### src/rtl/sha256_compress_core.sv
// ============================================================================
// Module  : sha256_compress_core
// Brief   : Iterative SHA-256 compression, ROUNDS_PER_CYCLE rounds per clock.
// Revision: 1.0
// ============================================================================
`default_nettype none

module sha256_compress_core #(
  parameter int ROUNDS_PER_CYCLE = 1,
  parameter int WORD_W           = 32
) (
  input  logic         clk,
  input  logic         rst_n,
  input  logic         in_valid,
  output logic         in_ready,
  input  logic         use_iv,
  input  logic [511:0] block_in,
  input  logic [255:0] chain_in,
  output logic         out_valid,
  input  logic         out_ready,
  output logic [255:0] digest_out,
  output logic         busy
);

  if (!(ROUNDS_PER_CYCLE == 1 || ROUNDS_PER_CYCLE == 2 || ROUNDS_PER_CYCLE == 4 ||
        ROUNDS_PER_CYCLE == 8 || ROUNDS_PER_CYCLE == 16)) begin : g_bad_rounds
    $error("sha256_compress_core: ROUNDS_PER_CYCLE must be 1, 2, 4, 8 or 16");
  end
  if (WORD_W != 32) begin : g_bad_word_w
    $error("sha256_compress_core: WORD_W must be 32");
  end

  localparam int        c_R      = ROUNDS_PER_CYCLE;
  localparam logic [5:0] c_T_STEP = 6'(c_R);
  localparam logic [5:0] c_T_LAST = 6'(64 - c_R);

  localparam logic [0:7][31:0] c_IV = {
    32'h6a09e667, 32'hbb67ae85, 32'h3c6ef372, 32'ha54ff53a,
    32'h510e527f, 32'h9b05688c, 32'h1f83d9ab, 32'h5be0cd19};

  localparam logic [0:63][31:0] c_K = {
    32'h428a2f98, 32'h71374491, 32'hb5c0fbcf, 32'he9b5dba5, 32'h3956c25b, 32'h59f111f1, 32'h923f82a4, 32'hab1c5ed5,
    32'hd807aa98, 32'h12835b01, 32'h243185be, 32'h550c7dc3, 32'h72be5d74, 32'h80deb1fe, 32'h9bdc06a7, 32'hc19bf174,
    32'he49b69c1, 32'hefbe4786, 32'h0fc19dc6, 32'h240ca1cc, 32'h2de92c6f, 32'h4a7484aa, 32'h5cb0a9dc, 32'h76f988da,
    32'h983e5152, 32'ha831c66d, 32'hb00327c8, 32'hbf597fc7, 32'hc6e00bf3, 32'hd5a79147, 32'h06ca6351, 32'h14292967,
    32'h27b70a85, 32'h2e1b2138, 32'h4d2c6dfc, 32'h53380d13, 32'h650a7354, 32'h766a0abb, 32'h81c2c92e, 32'h92722c85,
    32'ha2bfe8a1, 32'ha81a664b, 32'hc24b8b70, 32'hc76c51a3, 32'hd192e819, 32'hd6990624, 32'hf40e3585, 32'h106aa070,
    32'h19a4c116, 32'h1e376c08, 32'h2748774c, 32'h34b0bcb5, 32'h391c0cb3, 32'h4ed8aa4a, 32'h5b9cca4f, 32'h682e6ff3,
    32'h748f82ee, 32'h78a5636f, 32'h84c87814, 32'h8cc70208, 32'h90befffa, 32'ha4506ceb, 32'hbef9a3f7, 32'hc67178f2};

  function automatic logic [31:0] rotr(input logic [31:0] x, input int n);
    return (x >> n) | (x << (32 - n));
  endfunction

  function automatic logic [31:0] big_s0(input logic [31:0] x);
    return rotr(x, 2) ^ rotr(x, 13) ^ rotr(x, 22);
  endfunction

  function automatic logic [31:0] big_s1(input logic [31:0] x);
    return rotr(x, 6) ^ rotr(x, 11) ^ rotr(x, 25);
  endfunction

  function automatic logic [31:0] small_s0(input logic [31:0] x);
    return rotr(x, 7) ^ rotr(x, 18) ^ (x >> 3);
  endfunction

  function automatic logic [31:0] small_s1(input logic [31:0] x);
    return rotr(x, 17) ^ rotr(x, 19) ^ (x >> 10);
  endfunction

  function automatic logic [31:0] choice(input logic [31:0] x, input logic [31:0] y, input logic [31:0] z);
    return (x & y) | (~x & z);
  endfunction

  function automatic logic [31:0] majority(input logic [31:0] x, input logic [31:0] y, input logic [31:0] z);
    return (x & y) | (x & z) | (y & z);
  endfunction

  typedef enum logic [1:0] {
    ST_IDLE  = 2'd0,
    ST_ROUND = 2'd1,
    ST_DONE  = 2'd2
  } state_t;

  state_t             state_q, state_d;
  logic [0:7][31:0]   hv_q, hv_d;      // chaining state H0..H7
  logic [0:7][31:0]   wk_q, wk_d;      // working regs a..h
  logic [0:15][31:0]  win_q, win_d;    // win_q[0] holds W[t]
  logic [5:0]         t_q, t_d;
  logic [255:0]       digest_q, digest_d;

  // Window extended by R freshly scheduled words; round j consumes w_ext[j].
  logic [31:0]        w_ext [16 + c_R];
  logic [0:7][31:0]   w_st  [c_R + 1];

  for (genvar i = 0; i < 16; i++) begin : g_win
    assign w_ext[i] = win_q[i];
  end

  for (genvar k = 0; k < c_R; k++) begin : g_sched
    assign w_ext[16 + k] = small_s1(w_ext[14 + k]) + w_ext[9 + k] +
                           small_s0(w_ext[1 + k]) + w_ext[k];
  end

  assign w_st[0] = wk_q;

  for (genvar j = 0; j < c_R; j++) begin : g_round
    logic [31:0] w_a, w_b, w_c, w_d, w_e, w_f, w_g, w_h, w_t1, w_t2;
    logic [5:0]  w_idx;
    assign {w_a, w_b, w_c, w_d, w_e, w_f, w_g, w_h} = w_st[j];
    assign w_idx = t_q + 6'(j);
    assign w_t1  = w_h + big_s1(w_e) + choice(w_e, w_f, w_g) + c_K[w_idx] + w_ext[j];
    assign w_t2  = big_s0(w_a) + majority(w_a, w_b, w_c);
    assign w_st[j + 1] = {w_t1 + w_t2, w_a, w_b, w_c, w_d + w_t1, w_e, w_f, w_g};
  end

  always_comb begin
    state_d  = state_q;
    hv_d     = hv_q;
    wk_d     = wk_q;
    win_d    = win_q;
    t_d      = t_q;
    digest_d = digest_q;
    case (state_q)
      ST_IDLE: begin
        if (in_valid) begin
          state_d = ST_ROUND;
          t_d     = '0;
          for (int i = 0; i < 8; i++) begin
            hv_d[i] = use_iv ? c_IV[i] : chain_in[255 - 32*i -: 32];
          end
          wk_d = hv_d;
          for (int i = 0; i < 16; i++) begin
            win_d[i] = block_in[511 - 32*i -: 32];
          end
        end
      end
      ST_ROUND: begin
        wk_d = w_st[c_R];
        for (int i = 0; i < 16; i++) begin
          win_d[i] = w_ext[i + c_R];
        end
        t_d = t_q + c_T_STEP;
        if (t_q == c_T_LAST) begin
          state_d = ST_DONE;
          for (int i = 0; i < 8; i++) begin
            digest_d[255 - 32*i -: 32] = hv_q[i] + w_st[c_R][i];
          end
        end
      end
      ST_DONE: begin
        if (out_ready) begin
          state_d = ST_IDLE;
        end
      end
      default: state_d = ST_IDLE;
    endcase
  end

  always_ff @(posedge clk or negedge rst_n) begin
    if (!rst_n) begin
      state_q  <= ST_IDLE;
      hv_q     <= '0;
      wk_q     <= '0;
      win_q    <= '0;
      t_q      <= '0;
      digest_q <= '0;
    end else begin
      state_q  <= state_d;
      hv_q     <= hv_d;
      wk_q     <= wk_d;
      win_q    <= win_d;
      t_q      <= t_d;
      digest_q <= digest_d;
    end
  end

  assign in_ready   = (state_q == ST_IDLE);
  assign out_valid  = (state_q == ST_DONE);
  assign busy       = (state_q != ST_IDLE);
  assign digest_out = digest_q;

endmodule

`default_nettype wire

### config.mk
export PLATFORM = sky130hd
export DESIGN_NAME = sha256_compress_core
export DESIGN_NICKNAME = d
export VERILOG_FILES = /design/src/rtl/sha256_compress_core.sv
export SDC_FILE = /design/constraint.sdc
export NUM_CORES = 2
export LEC_CHECK = 0
export ABC_AREA = 1
export CAP_MARGIN = 10
export CELL_PAD_IN_SITES_DETAIL_PLACEMENT = 1
export CELL_PAD_IN_SITES_GLOBAL_PLACEMENT = 1
export CORE_MARGIN = 8
export CORE_UTILIZATION = 40
export DETAILED_ROUTE_END_ITERATION = 12
export GPL_ROUTABILITY_DRIVEN = 0
export GPL_TIMING_DRIVEN = 0
export HOLD_SLACK_MARGIN = 0.03
export PLACE_DENSITY = 0.78
export SLEW_MARGIN = 10
export SYNTH_ARGS = -nofsm -noshare
export SYNTH_HDL_FRONTEND = slang
export SYNTH_SLANG_ARGS = --single-unit
export TNS_END_PERCENT = 1
### constraint.sdc
create_clock -name clk -period 16.1 [get_ports clk]
set_clock_uncertainty 0.15 [all_clocks]
set_input_delay 3.22 -clock clk [delete_from_list [all_inputs] [get_ports clk]]
set_output_delay 3.22 -clock clk [all_outputs]
set_load 0.005 [all_outputs]
# Word-level counts from Yosys, hierarchy flattened
# Memories as Yosys holds them, arrays and structs flattened.
# Cells that the tools add are included.
# op_classes
add_sub_neg	19
multipliers	0
div_mod_pow	0
order_cmp	1
eq_ne	6
shifts	0
muxes	20
bitwise_logic	28
reduce_logical	7
# ops
op	count
$pmux 512 s2	1
$add 32x32->32	18
$mux 512	1
$pmux 256 s2	1
$mux 32	10
$mux 256	1
$xor 32x32->32	6
$and 32x32->32	5
$or 32x32->32	3
$not 32->32	1
$or 10x32->32	1
$or 13x32->32	1
$or 14x32->32	1
$or 15x32->32	1
$or 19x32->32	1
$or 21x32->32	1
$or 25x32->32	1
$or 26x32->32	1
$or 30x32->32	1
$or 7x32->32	1
$xor 32x22->32	1
$xor 32x29->32	1
$pmux 6 s2	1
$ge 7x7->1 const B	1
other kinds (14)	20
# word_totals
ff_bits	1288
latchBits	0
ramBits	0
rom_bits	2048
output_inout_bits	259
wordCells	117
memories	1
# mem_list
name	depth	width	rd	rd_clocked_by_memory_dff	wr	line_no	source
(name not given)	64	32	1	0	0	112	assign w_t1 = w_h + big_s1(w_e) + choice(w_e, w_f, w_g) + c_K[w_idx] + w_ext[j];

# Longest topological paths before layout
# logic_depth
word_depth	9
ltp_mapped	50

# Worst setup path before layout
# No wires, ideal clock.
# synth_timing
path_kind	register to register
startpoint	register t_q[2]
endpoint	register digest_q[252], in the netlist digest_out[252]
arrival_time_ns	7.389
t_required_ns	15.832
path_slack_ns	8.444
path_stages_with_launch	43
period_less_slack_ns	7.656
path_cell_list	dfrtp_1 inv_1 clkbuf_1 ha_1 nor2_1 inv_1 o22ai_1 o31ai_1 inv_1 fa_1 ha_1 fa_1 nand3_1 nand2_1 a21o_1 inv_1 o21bai_2 nand2_1 [7 not listed] nand2_1 nor4_1 nand2_1 nand2_1 inv_1 o21ai_1 xor2_1 ha_1 a21oi_1 inv_1 a21oi_1 o21ai_0 inv_1 nor2_1 a2111oi_0 nand3_1 nand3_1 nand2_1
# synth_between
elab_chain_cells	8
word_cells_on_any_way	10
classes_between	add/sub (4); eq/ne (1); mux (2); bitwise (1); reduce/logical (1); memory (1)
# synth_rtl
item	line_no	source
start, declared	89	logic [5:0] t_q, t_d;
start signal, assigned	173	t_q <= t_d;
$not 6->7 (not written as such)	112	
$mem_v2 64x32	-	
$mux 32 (not written as such) (2 in a row)	112	
$add 32x32->32 (2 in a row)	112	
$add 32x32->32	114	assign w_st[j + 1] = {w_t1 + w_t2, w_a, w_b, w_c, w_d + w_t1, w_e, w_f, w_g};
$add 32x32->32	147	digest_d[255 - 32*i -: 32] = hv_q[i] + w_st[c_R][i];
end signal, assigned	174	digest_q <= digest_d;
end, declared	90	logic [255:0] digest_q, digest_d;
# Several ways; a longest one is shown, not always the timed one. The select of a mux whose other input is x is not followed.
# A chain may end at the register's enable or synchronous reset.

# Worst setup path in the final report
# layout_timing
startpoint	register t_q[0]
endpoint	register digest_q[255], in the netlist digest_out[255]
# The elaborated chain is that of the path after synthesis.

==> run_results.csv <==
group,metric,value,unit
worst_setup_path,cp-start-kind,"register",
timing,setup-violations-final,0,
floorplanning,initial_core_util,0.401,
clock_tree,cts_resized,0,
timing,max_freq,87.5,MHz
timing,finalSetupTns,0,ns
run,drv_cap,1,
yosys,synth_top_flop_cell,"dfrtp_1",
floorplanning,die_area,234000,sq um
worst_setup_path,critPathMaxStageDelay,0.82,ns
global_routing,grt_antenna_before_repair,109,
clock_tree,cts_tree,"yes",
yosys,synthDistinctLibCells,70,
timing,slew_viol_final,3,
global_routing,grt_pass1_wl,686000,um
yosys,synth_nets,12934,
worst_setup_path,cp_common_cell,"nand2_1",
drt,wl_per_cell,30.6,um
worst_setup_path,critical_path.max_fanout,12,
floorplanning,fp.dieH,484,um
finish,final_nets,14136,
timing,relSlewSlack,-0.0543,
worst_setup_path,crit_required,16.74,ns
worst_setup_path,critPathKind,"reg2reg",
yosys,synth_seq_area_share,0.368,
global_routing,grt_max_degree,162,
placement,dp_cells,15477,
outcome,violations,"DRC, capacitance limit, slew limit",
finish,area_growth,22.6,%
drt,routed_wl,485000,um
drt,drc,31,
yosys,synthCells,11562,
clock_tree,ctsHoldBuffers,0,
clock_tree,cts.sinks,1288,
drt,drtAntennaViolNets,0,
yosys,syn_area,87600,sq um
timing,hold_ws,0.330,ns
floorplanning,pin_count,1032,
clock_tree,cts_buffers,156,
finish,fillers,27054,
worst_hold_path,worst_hold_path_type,"reg2reg",
finish,largest_register_ff_count,512,
floorplanning,die-width,484,um
finish,final_util,0.491,
finish,multi_input_area,46600,sq um
timing,worst_pin_slew,1.58,ns
drt,num_vias,93996,
placement,hpwl,396000,um
clock_tree,clk_latency,0.88,ns
worst_setup_path,cp_slowest_cell,"a32oi_1",
yosys,syn_avg_cell_area,7.58,sq um
timing,final_hold_viol_count,0,
drt,drtIter0Drc,10839,
clock_tree,root_buffer,"clkbuf_16",
yosys,async_reset_ff_frac,1.00,
yosys,netlist_top_cells_area,"dfrtp_1, nand2_1, inv_1, o21ai_0, ha_1",
yosys,yosys.area.top_type_share,0.368,
yosys,synth-edff-count,0,
global_routing,grt_usage,0.397,
finish,final_cells,15826,
drt,viasPerCell,5.94,
clock_tree,cts_setup_buffers,0,
worst_setup_path,cp-end-kind,"register",
drt,dr.pass1.iters,13,
yosys,yosys_register_bits,1288,
timing,grt_setup_unrepaired,"no",
yosys,yosysTopAreaCell,"dfrtp_1",
floorplanning,coreArea,219000,sq um
clock_tree,clkTransAtPathRegs,0.06,ns
global_routing,grt_pass1_vias,97568,
finish,final-seq-area,32200,sq um
placement,io_buffers,1031,
clock_tree,cts.path.max_buffers,3,
clock_tree,h-tree-depth,4,
floorplanning,rows,172,
worst_setup_path,crit_arrival,12.07,ns
global_routing,grt_remaining_overflow,0,
timing,post-route-period-util,0.710,
timing,period_needed,11.43,ns
yosys,yosys_warnings,0,
finish,drive_above_1_share,0.0555,
outcome,outcome,"finished with violations",
## synth_stat cells, types with 14 or more instances
| cell | number |
|---|---|
| a21boi_0 | 15 |
| a21o_1 | 52 |
| a21oi_1 | 485 |
| a221oi_1 | 32 |
| a31oi_1 | 85 |
| buf_1 | 24 |
| buf_2 | 143 |
| clkbuf_1 | 379 |
| dfrtp_1 | 1288 |
| fa_1 | 196 |
| ha_1 | 403 |
| inv_1 | 1708 |
| inv_2 | 26 |
| nand2_1 | 2805 |
| nand3_1 | 321 |
| nand4_1 | 29 |
| nor2_1 | 592 |
| nor3_1 | 86 |
| nor4_1 | 23 |
| o211ai_1 | 637 |
| o21ai_0 | 1048 |
| o21ai_1 | 202 |
| o21bai_1 | 54 |
| o221ai_1 | 61 |
| o22ai_1 | 15 |
| o31ai_1 | 69 |
| or2_0 | 16 |
| or2_1 | 14 |
| or2_2 | 206 |
| xnor2_1 | 182 |
| xor2_1 | 204 |
## logic make-up after synthesis
group / Yosys count / synth area share
adders and majority gates: 599 / 0.102
AOI/OAI and AO/OA: 2855 / 0.196
buffers and inverters: 2289 / 0.101
DFF: 1288 / 0.368
xor gates and xnor gates: 386 / 0.0386
and+or+nand+nor: 4145 / 0.194
## per-stage QoR
stage,setup WS (ns),area (sq um)
final,4.67,107000
after global routing,4.35,107000
after CTS,5.34,107000
after detailed placement,5.32,102000
after global placement,-48.37,102000
after floorplan,8.44,87600
## layout by cell type, fill, tap and decap left out, drive strengths merged, types with 69 or more instances in the layout
cell / count
nand2: 2822
inv: 1742
dfrtp: 1288
o21ai: 1262
clkdlybuf4s50: 1030
o211ai: 639
nor2: 595
clkbuf: 595
a21oi: 494
ha: 403
nand3: 328
or2: 236
xor2: 204
fa: 196
buf: 187
xnor2: 182
nor3: 86
a31oi: 85
diode: 73
o31ai: 69
## worst paths after layout
check | from | to | slack (ns) | cells past startpoint
max | t_q[0]$_DFFE_PN0P_ | digest_out[255]$_DFFE_PN0P_ | 4.67 | 40
min | digest_out[20]$_DFFE_PN0P_ | digest_out[20]$_DFFE_PN0P_ | 0.33 | 2
max reg2reg | t_q[0]$_DFFE_PN0P_ | digest_out[255]$_DFFE_PN0P_ | 4.67 | 40
min reg2reg | digest_out[20]$_DFFE_PN0P_ | digest_out[20]$_DFFE_PN0P_ | 0.33 | 2
max in group asynchronous | rst_n | digest_out[174]$_DFFE_PN0P_ | 10.70 | 5
min in group asynchronous | rst_n | digest_out[25]$_DFFE_PN0P_ | 2.07 | 1
## area by class of cell
type	instances	share of cell area
multi-input cells	7985	0.434
well taps	2871	0.0334
clock buffers	216	0.0415
inverters	1737	0.0608
clock inverters	60	0.00843
plain buffers	552	0.0213
repair buffers	1044	0.0991
diodes	73	0.00170
flip-flops and latches	1288	0.300
## critical path: cells and delay by family, from the launching register on
kind | cells | cell delay [ns]
compound gates | 13 | 2.64
xor+xnor | 3 | 1.48
fa+ha+maj | 6 | 2.71
buf+inv | 4 | 0.94
flops | 1 | 0.58
simple gates | 14 | 2.81
## routing by layer
layer  GRT usage  part of all wire  up-vias
met5     0.00653            0.0014        -
met4       0.309             0.097       76
met3       0.124              0.11     1701
met2       0.597              0.42     5623
met1       0.471              0.37    46391
li1            -                 -    40205
Power is left out: the tool's default activity adds up to more than one toggle a clock period on the data nets, which glitch-free logic cannot reach.
